<file path="src/rtl/halflife_sequencer.sv">
// Half-life decay sequencer: loads a quantity, halves it once per programmed
// period until it reaches zero, and emits load/up strobes for the external counter.
module halflife_sequencer #(
    parameter int N = 4,
    parameter int W = 8,
    parameter int P = 8
) (
    input  logic         clk,
    input  logic         rst,
    input  logic         start,
    input  logic         abort,
    input  logic         pause,
    input  logic [P-1:0] period,
    input  logic [W-1:0] init_q,
    output logic [W-1:0] q,
    output logic [N-1:0] halvings,
    output logic         busy,
    output logic         done,
    output logic         tick,
    output logic         ctr_load,
    output logic         ctr_up
);

    localparam logic [1:0] ST_IDLE = 2'd0;
    localparam logic [1:0] ST_RUN  = 2'd1;
    localparam logic [1:0] ST_DONE = 2'd2;

    logic [1:0]   state_reg, state_next;
    logic [W-1:0] q_reg, q_next;
    logic [N-1:0] halvings_reg, halvings_next;
    logic [P-1:0] presc_reg, presc_next;
    logic [P-1:0] per_reg, per_next;

    logic         idle_or_done;
    logic         start_ok;
    logic         tick_fire;
    logic [W-1:0] q_half;
    logic [N-1:0] halvings_inc;

    assign idle_or_done = (state_reg == ST_IDLE) || (state_reg == ST_DONE);
    assign q_half       = q_reg >> 1;
    assign halvings_inc = (&halvings_reg) ? halvings_reg : halvings_reg + N'(1);

    // Strobes are gated by reset and abort so nothing fires on a cycle that is being discarded.
    assign start_ok  = rst && !abort && start && (period != '0) && idle_or_done;
    assign tick_fire = rst && !abort && (state_reg == ST_RUN) && !pause && (presc_reg == '0);

    always_comb begin
        state_next    = state_reg;
        q_next        = q_reg;
        halvings_next = halvings_reg;
        presc_next    = presc_reg;
        per_next      = per_reg;
        if (abort) begin
            state_next    = ST_IDLE;
            q_next        = '0;
            halvings_next = '0;
            presc_next    = '0;
        end else begin
            case (state_reg)
                ST_IDLE, ST_DONE: begin
                    if (start && (period != '0)) begin
                        halvings_next = '0;
                        if (init_q == '0) begin
                            state_next = ST_DONE;
                            q_next     = '0;
                        end else begin
                            state_next = ST_RUN;
                            q_next     = init_q;
                            per_next   = period;
                            presc_next = period - P'(1);
                        end
                    end
                end
                ST_RUN: begin
                    if (!pause) begin
                        if (presc_reg != '0) begin
                            presc_next = presc_reg - P'(1);
                        end else begin
                            q_next        = q_half;
                            halvings_next = halvings_inc;
                            presc_next    = per_reg - P'(1);
                            if (q_half == '0) begin
                                state_next = ST_DONE;
                            end
                        end
                    end
                end
                default: begin
                    state_next = ST_IDLE;
                end
            endcase
        end
    end

    always_ff @(posedge clk) begin
        if (!rst) begin
            state_reg    <= ST_IDLE;
            q_reg        <= '0;
            halvings_reg <= '0;
            presc_reg    <= '0;
            per_reg      <= '0;
        end else begin
            state_reg    <= state_next;
            q_reg        <= q_next;
            halvings_reg <= halvings_next;
            presc_reg    <= presc_next;
            per_reg      <= per_next;
        end
    end

    assign q        = q_reg;
    assign halvings = halvings_reg;
    assign busy     = (state_reg == ST_RUN);
    assign done     = (state_reg == ST_DONE);
    assign tick     = tick_fire;
    assign ctr_up   = tick_fire;
    assign ctr_load = start_ok;

endmodule

</file>
<file path="config.mk">
export PLATFORM = sky130hd
export DESIGN_NAME = halflife_sequencer
export DESIGN_NICKNAME = d
export VERILOG_FILES = /design/src/rtl/halflife_sequencer.sv
export SDC_FILE = /design/constraint.sdc
export NUM_CORES = 1
export LEC_CHECK = 0
export ABC_AREA = 1
export CAP_MARGIN = 20
export CELL_PAD_IN_SITES_DETAIL_PLACEMENT = 0
export CELL_PAD_IN_SITES_GLOBAL_PLACEMENT = 1
export CORE_AREA = 10 10 83 85
export DETAILED_ROUTE_END_ITERATION = 10
export DIE_AREA = 0 0 93 95
export PLACE_DENSITY_LB_ADDON = 0.1
export REMOVE_ABC_BUFFERS = 1
export SYNTH_ARGS = -nofsm -noshare
export SYNTH_HDL_FRONTEND = slang
export SYNTH_SLANG_ARGS = --single-unit
</file>
<file path="constraint.sdc">
create_clock -name clk -period 2.3 [get_ports clk]
set_input_delay 0.345 -clock clk [delete_from_list [all_inputs] [get_ports clk]]
set_output_delay 0.345 -clock clk [all_outputs]
set_load 0.005 [all_outputs]
</file>
==> flow_metrics.env, run 1 <==
export IMPL_final_max_slew_viol_count=0
export IMPL_commonest_cells_after_routing_fill_and_taps_aside="57 x sky130_fd_sc_hd__nor2_1, 48 x sky130_fd_sc_hd__nand2_1, 36 x sky130_fd_sc_hd__clkdlybuf4s50_1, 29 x sky130_fd_sc_hd__dfxtp_1, 23 x sky130_fd_sc_hd__o21ai_0"
export IMPL_detail_route_wl_per_cell_um=13.5
export IMPL_timing_worst_setup_path_type="register to primary output"
export IMPL_worst_path_fanout_max=8
export IMPL_grt_pass1_vias=1854
export IMPL_clk_insertion_delay_late_ns=0.28
export IMPL_drc_errors=0
export IMPL_max_vdd_ir_drop_mv=0.298
export IMPL_yosysUniqueCellTypes=32
export IMPL_leakagePower_uw=0.00101
export IMPL_placed_cell_area_um2=2240
export IMPL_pre_cts_slack_ns=0.0767
export IMPL_die_width_um=93
export IMPL_combinational_family_with_the_most_area_after_synthesis="simple AND/OR/NAND/NOR gates"
export IMPL_worst_slack_ns=0.110
export IMPL_synth_edf_count=0
export IMPL_grt_first_pass_wirelength_um=8870
export IMPL_via_count=1830
export IMPL_post_route_cells_drive_above_1_share_pct=17.1
export IMPL_cts_max_path_buffers=2
export IMPL_fp_dieArea_um2=8840
export IMPL_post_route_min_period_ns=2.19
export IMPL_grt_overflow=0
export IMPL_setup_violations_final=0
export IMPL_pin_count_of_the_biggest_net_entering_global_routing=18
export IMPL_synth_cells=268
export IMPL_tritoncts_num_buffers=5
export IMPL_cts_tree="yes"
export IMPL_post_drt_via_cell_ratio=4.72
export IMPL_worst_setup_path_start_kind="register"
export IMPL_numClockSinks=30
export IMPL_num_io_pins=38
export IMPL_yosys_area_share_simple_pct=40.8
export IMPL_max_slew_margin_rel_pct=75.2
export IMPL_arrival_ns=1.84
export IMPL_layout_worst_path_cycle_share_pct=95.2
export IMPL_asyncSetResetFlopFracSynth_pct=0
export IMPL_die_h_um=95
export IMPL_post_synth_fa_ha_maj_area_fraction_pct=1.40
export IMPL_areaGrowthSynthToFinish_pct=33.0
export IMPL_fillers=593
export IMPL_nets=340
export IMPL_status="finished, final reports clean"
export IMPL_totalPowerFinal_uw=1330
export IMPL_critPathRequiredTime_ns=1.96
export IMPL_number_of_antenna_violations_at_the_first_check_in_global_routing=0
export IMPL_grt_use_total_pct=12.7
export IMPL_synth_compound_gate_area_share_pct=14.7
export IMPL_finalHoldViolCount=0
export IMPL_clock_slew_at_the_register_clock_pins_of_the_worst_setup_and_hold_paths_ns=0.06
export IMPL_timing_critical_path_to_type="primary output"
export IMPL_synth_warn=0
export IMPL_synth_ff_type="sky130_fd_sc_hd__dfxtp_1"
export IMPL_syn_mean_instance_area_um2=6.66
export IMPL_final_common_cell="sky130_fd_sc_hd__nor2_1"
export IMPL_achievable_frequency_mhz=457
export IMPL_finalHoldWorstSlack_ns=0.481
export IMPL_final_core_util_pct=44.5
export IMPL_antennaDiodeCount=0
export IMPL_p_per_area_nw_per_um2=561
export IMPL_ys_ff_latch=30
export IMPL_holdCritPathClass="register to register"
export IMPL_cap_viol_max_count=0
export IMPL_fin_worst_skew_ns=0.00393
export IMPL_measured_slew_at_the_worst_slew_check_pin_ns=0.369
export IMPL_mappedNetlistArea_um2=1780
export IMPL_initial_cell_density_of_the_core_pct=33.4
export IMPL_drt_first_iter_violations=61
export IMPL_floorplan_core_area_um2=5340
export IMPL_cts_root_buf="sky130_fd_sc_hd__clkbuf_8"
export IMPL_placementRows=27
export IMPL_synth_seq_area_share_pct=33.7
export IMPL_synthXorXnorAreaFrac_pct=0.982
export IMPL_detailedPlacementHpwl_um=3960
export IMPL_number_of_detailed_route_iterations_in_the_first_pass=4
export IMPL_clock_tree_htree_level_count=2
export IMPL_wl_um=5250
export IMPL_design_area_um2=2370
export IMPL_detail_route_antenna_nets=0
export IMPL_placement_io_buffers=37
export IMPL_multiplexer_fraction_of_the_synthesized_cell_area_pct=0
export IMPL_finalWeightedCongestion=0.753
==> kinds of logic (layout without fill, tap and decap cells) <==
family | Yosys count | after routing
AND/OR/NAND/NOR | 155 | 155
AO/OA/AOI/OAI | 48 | 48
buffers and inverters | 31 | 79
flip-flops | 30 | 30
adder cells (fa/ha/maj) | 2 | 2
XOR/XNOR | 2 | 2
==> worst paths after layout <==
path / start / endpoint / slack [ns] / depth (start not counted)
worst max-delay path: presc_reg[3]$_SDFFE_PP0P_ / tick / 0.11 / 6
worst min-delay path: per_reg[5]$_SDFFE_PN0P_ / per_reg[5]$_SDFFE_PN0P_ / 0.48 / 2
worst max register to register: state_reg[1]$_SDFFE_PP0P_ / presc_reg[4]$_SDFFE_PP0P_ / 0.34 / 12
worst min register to register: per_reg[5]$_SDFFE_PN0P_ / per_reg[5]$_SDFFE_PN0P_ / 0.48 / 2
==> Yosys cell counts, types with 3 or more instances <==
cell type / instances / share of area, %
sky130_fd_sc_hd__nor2_1: 59 / 12
sky130_fd_sc_hd__nand2_1: 49 / 10
sky130_fd_sc_hd__dfxtp_1: 30 / 34
sky130_fd_sc_hd__o21ai_0: 23 / 6.5
sky130_fd_sc_hd__inv_1: 21 / 4.4
sky130_fd_sc_hd__a21oi_1: 15 / 4.2
sky130_fd_sc_hd__nand2_2: 12 / 4.2
sky130_fd_sc_hd__nand3_1: 9 / 2.5
sky130_fd_sc_hd__nand4_1: 5 / 1.8
sky130_fd_sc_hd__nor2_2: 5 / 1.8
sky130_fd_sc_hd__o21ai_1: 5 / 1.4
sky130_fd_sc_hd__buf_6: 4 / 2.5
sky130_fd_sc_hd__nor4_1: 4 / 1.4
sky130_fd_sc_hd__inv_2: 3 / 0.63
sky130_fd_sc_hd__nand2_4: 3 / 1.9
==> metal layers <==
layer / vias to the layer above / GRT usage (%) / part of all wire (%)
met5: - / 0 / 0
met4: 0 / 4.63 / 1.4
met3: 8 / 4.52 / 6.7
met2: 38 / 21.6 / 48
met1: 829 / 14.3 / 44
li1: 955 / - / -
==> timing repair <==
item,4_1_cts,5_1_grt
setup endpoints to repair,0,3
setup buffers,0,5
resized for setup,0,6
hold buffers,0,0
==> cell type report <==
| type | instances | area (µm²) | share of cell area (%) |
|---|---|---|---|
| Inverter | 24 | 90.1 | 3.80 |
| Tap cell | 72 | 90.1 | 3.80 |
| Clock buffer | 6 | 82.6 | 3.48 |
| Timing Repair Buffer | 49 | 463 | 19.5 |
| Multi-Input combinational cell | 207 | 1050 | 44.1 |
| Sequential cell | 30 | 602 | 25.4 |
==> metrics by stage <==
stage                     std cells  setup TNS [ns]
after CTS                       383               0
after global placement          377               0
after floorplan                 261               0
after detailed placement        377               0
final                           388               0
after global routing            388        -0.00873
==> worst max-delay path: stages (launching register included) <==
cell and delay, ns:
sky130_fd_sc_hd__dfxtp_1 0.35, sky130_fd_sc_hd__nor2_1 0.13, sky130_fd_sc_hd__nand2_2 0.11, sky130_fd_sc_hd__nor2_8 0.19
sky130_fd_sc_hd__nand3_2 0.13, sky130_fd_sc_hd__nor2_1 0.14, sky130_fd_sc_hd__clkdlybuf4s50_1 0.52
==> power breakdown <==
part	switching (µW)	total (µW)	internal [µW]
Sequential	21.3	568	547
Clock	200	431	231
Combinational	180	333	153
(Power assumes the default switching activity.)
==> run 2, diff against run 1 <==
--- a/config.mk
+++ b/config.mk
@@ -14,6 +14,7 @@
 export DIE_AREA = 0 0 93 95
 export PLACE_DENSITY_LB_ADDON = 0.1
 export REMOVE_ABC_BUFFERS = 1
+export SKIP_CTS_REPAIR_TIMING = 1
 export SYNTH_ARGS = -nofsm -noshare
 export SYNTH_HDL_FRONTEND = slang
 export SYNTH_SLANG_ARGS = --single-unit
==> results of run 2 <==
Final layout, timing and power as in run 1 (identical DEF).
==> run 3, diff against run 2 <==
--- a/config.mk
+++ b/config.mk
@@ -9,9 +9,10 @@
 export CAP_MARGIN = 20
 export CELL_PAD_IN_SITES_DETAIL_PLACEMENT = 0
 export CELL_PAD_IN_SITES_GLOBAL_PLACEMENT = 1
-export CORE_AREA = 10 10 83 85
+export CORE_AREA = 10 10 76 78
 export DETAILED_ROUTE_END_ITERATION = 10
-export DIE_AREA = 0 0 93 95
+export DIE_AREA = 0 0 86 88
+export DONT_BUFFER_PORTS = 1
 export PLACE_DENSITY_LB_ADDON = 0.1
 export REMOVE_ABC_BUFFERS = 1
 export SKIP_CTS_REPAIR_TIMING = 1
==> flow_metrics.env, run 3 (synthesis results as in run 1) <==
export IMPL_status="finished, final reports clean"
export IMPL_final_common_cell="sky130_fd_sc_hd__nor2_1"
export IMPL_drc_errors=0
export IMPL_post_route_cells_drive_above_1_share_pct=15.4
export IMPL_finalWeightedCongestion=0.778
export IMPL_detail_route_antenna_nets=0
export IMPL_layout_worst_path_cycle_share_pct=85.1
export IMPL_antennaDiodeCount=0
export IMPL_max_slew_margin_rel_pct=78.4
export IMPL_power_share_switching_pct=29.0
export IMPL_grt_use_total_pct=12.5
export IMPL_via_count=1615
export IMPL_grt_pass1_vias=1451
export IMPL_max_vdd_ir_drop_mv=0.204
export IMPL_timing_worst_setup_path_type="register to primary output"
export IMPL_totalPowerFinal_uw=1310
export IMPL_holdCritPathClass="input port to register"
export IMPL_worst_path_fanout_max=23
export IMPL_number_of_antenna_violations_at_the_first_check_in_global_routing=0
export IMPL_fin_worst_skew_ns=0.0124
export IMPL_die_h_um=88
export IMPL_initial_cell_density_of_the_core_pct=41.6
export IMPL_post_drt_via_cell_ratio=4.98
export IMPL_tritoncts_num_buffers=5
export IMPL_cap_viol_max_count=0
export IMPL_clock_tree_htree_level_count=2
export IMPL_clk_insertion_delay_late_ns=0.29
export IMPL_grt_first_pass_wirelength_um=7510
export IMPL_finalHoldWorstSlack_ns=0.195
export IMPL_critical_path_reg2reg_startpoint="presc_reg[5]$_SDFFE_PP0P_"
export IMPL_drt_first_iter_violations=84
export IMPL_placement_io_buffers=0
export IMPL_fp_dieArea_um2=7570
export IMPL_cts_max_path_buffers=2
export IMPL_timing_critical_path_to_type="primary output"
export IMPL_setup_tns_ns=0
export IMPL_reg2reg_end="presc_reg[2]$_SDFFE_PP0P_"
export IMPL_clock_slew_at_the_register_clock_pins_of_the_worst_setup_and_hold_paths_ns=0.06
export IMPL_p_clk_share_pct=38.8
export IMPL_detail_route_wl_per_cell_um=14.3
export IMPL_final_max_slew_viol_count=0
export IMPL_post_route_min_period_ns=1.96
export IMPL_seq_power_share_pct=43.6
export IMPL_number_of_detailed_route_iterations_in_the_first_pass=4
export IMPL_grt_overflow=0
export IMPL_finalHoldViolCount=0
export IMPL_timing_critical_path_to="tick"
export IMPL_detailedPlacementHpwl_um=3540
export IMPL_power_combinational_fraction_pct=17.6
export IMPL_unrepaired_setup_endpoints_after_global_routing="false"
export IMPL_power_switching_uw=380
export IMPL_critPathLaunch="state_reg[0]$_SDFFE_PP0P_"
export IMPL_r2r_worst_path_cells=10
export IMPL_worst_setup_path_start_kind="register"
export IMPL_reg2reg_slack_ns=0.43
export IMPL_numClockSinks=30
export IMPL_commonest_cells_after_routing_fill_and_taps_aside="59 x sky130_fd_sc_hd__nor2_1, 49 x sky130_fd_sc_hd__nand2_1, 30 x sky130_fd_sc_hd__dfxtp_1, 23 x sky130_fd_sc_hd__o21ai_0, 21 x sky130_fd_sc_hd__inv_1"
export IMPL_nets=294
export IMPL_leakagePower_uw=0.000824
export IMPL_achievable_frequency_mhz=511
export IMPL_die_width_um=86
export IMPL_setup_violations_final=0
export IMPL_p_per_area_nw_per_um2=682
export IMPL_arrival_ns=1.61
export IMPL_placementRows=24
export IMPL_critPathRequiredTime_ns=1.96
export IMPL_cts_root_buf="sky130_fd_sc_hd__clkbuf_8"
export IMPL_floorplan_core_area_um2=4290
export IMPL_num_io_pins=38
export IMPL_internal_power_uw=930
export IMPL_pin_count_of_the_biggest_net_entering_global_routing=24
export IMPL_wl_um=4640
export IMPL_measured_slew_at_the_worst_slew_check_pin_ns=0.321
export IMPL_cts_tree="yes"
export IMPL_areaGrowthSynthToFinish_pct=7.64
## run 3: critical path, cell delays in order (launching register included)
cell and delay (ns):
sky130_fd_sc_hd__dfxtp_1 0.45, sky130_fd_sc_hd__nand2_4 0.21, sky130_fd_sc_hd__inv_2 0.12, sky130_fd_sc_hd__buf_4 0.21, sky130_fd_sc_hd__nand3_2 0.12, sky130_fd_sc_hd__nor2_1 0.22
## run 3: worst min-delay path by stage
| stage | from | to | slack (ns) | cells after the start |
|---|---|---|---|---|
| after floorplan | per_reg[1]$_SDFFE_PN0P_ | per_reg[1]$_SDFFE_PN0P_ | 0.46 | 2 |
| after global placement | per_reg[7]$_SDFFE_PN0P_ | per_reg[7]$_SDFFE_PN0P_ | 0.48 | 2 |
| after detailed placement | per_reg[3]$_SDFFE_PN0P_ | per_reg[3]$_SDFFE_PN0P_ | 0.48 | 2 |
| after CTS | rst | per_reg[1]$_SDFFE_PN0P_ | 0.19 | 2 |
| after global routing | rst | per_reg[3]$_SDFFE_PN0P_ | 0.20 | 2 |
| final | rst | per_reg[1]$_SDFFE_PN0P_ | 0.19 | 2 |
## run 3: stage by stage
stage	worst slack [ns]	cell area [µm²]	util (%)	cells
floorplan	0.555	1720	-	261
CTS	0.303	1920	44.7	324
global placement	0.408	1810	42.2	316
finish	0.343	1920	44.7	324
detailed placement	0.433	1810	42.2	316
global route	0.196	1920	44.7	324
## run 3: power by group through the flow
stage / clock network (µW) / registers (µW) / logic, µW
2_1_floorplan: 0 / 575 / 187
3_3_place_gp: 0 / 582 / 237
3_5_place_dp: 0 / 583 / 233
4_1_cts: 517 / 571 / 235
5_1_grt: 538 / 573 / 269
6_report: 508 / 571 / 231
## run 3: layer usage
metal / share of wire [%] / vias up / global-route usage (%)
li1: - / 870 / -
met1: 49 / 699 / 17.0
met2: 42 / 39 / 17.2
met3: 8.5 / 7 / 4.83
met4: 1.3 / 0 / 4.49
met5: 0 / - / 0
## run 3: layout make-up
cell class                      instances  area (µm²)
Sequential cell                        30         601
Tap cell                               52        65.1
Multi-Input combinational cell        207        1030
Fill cell                             480        2370
Inverter                               24        90.1
Timing Repair Buffer                    3        22.5
Clock buffer                            8         110
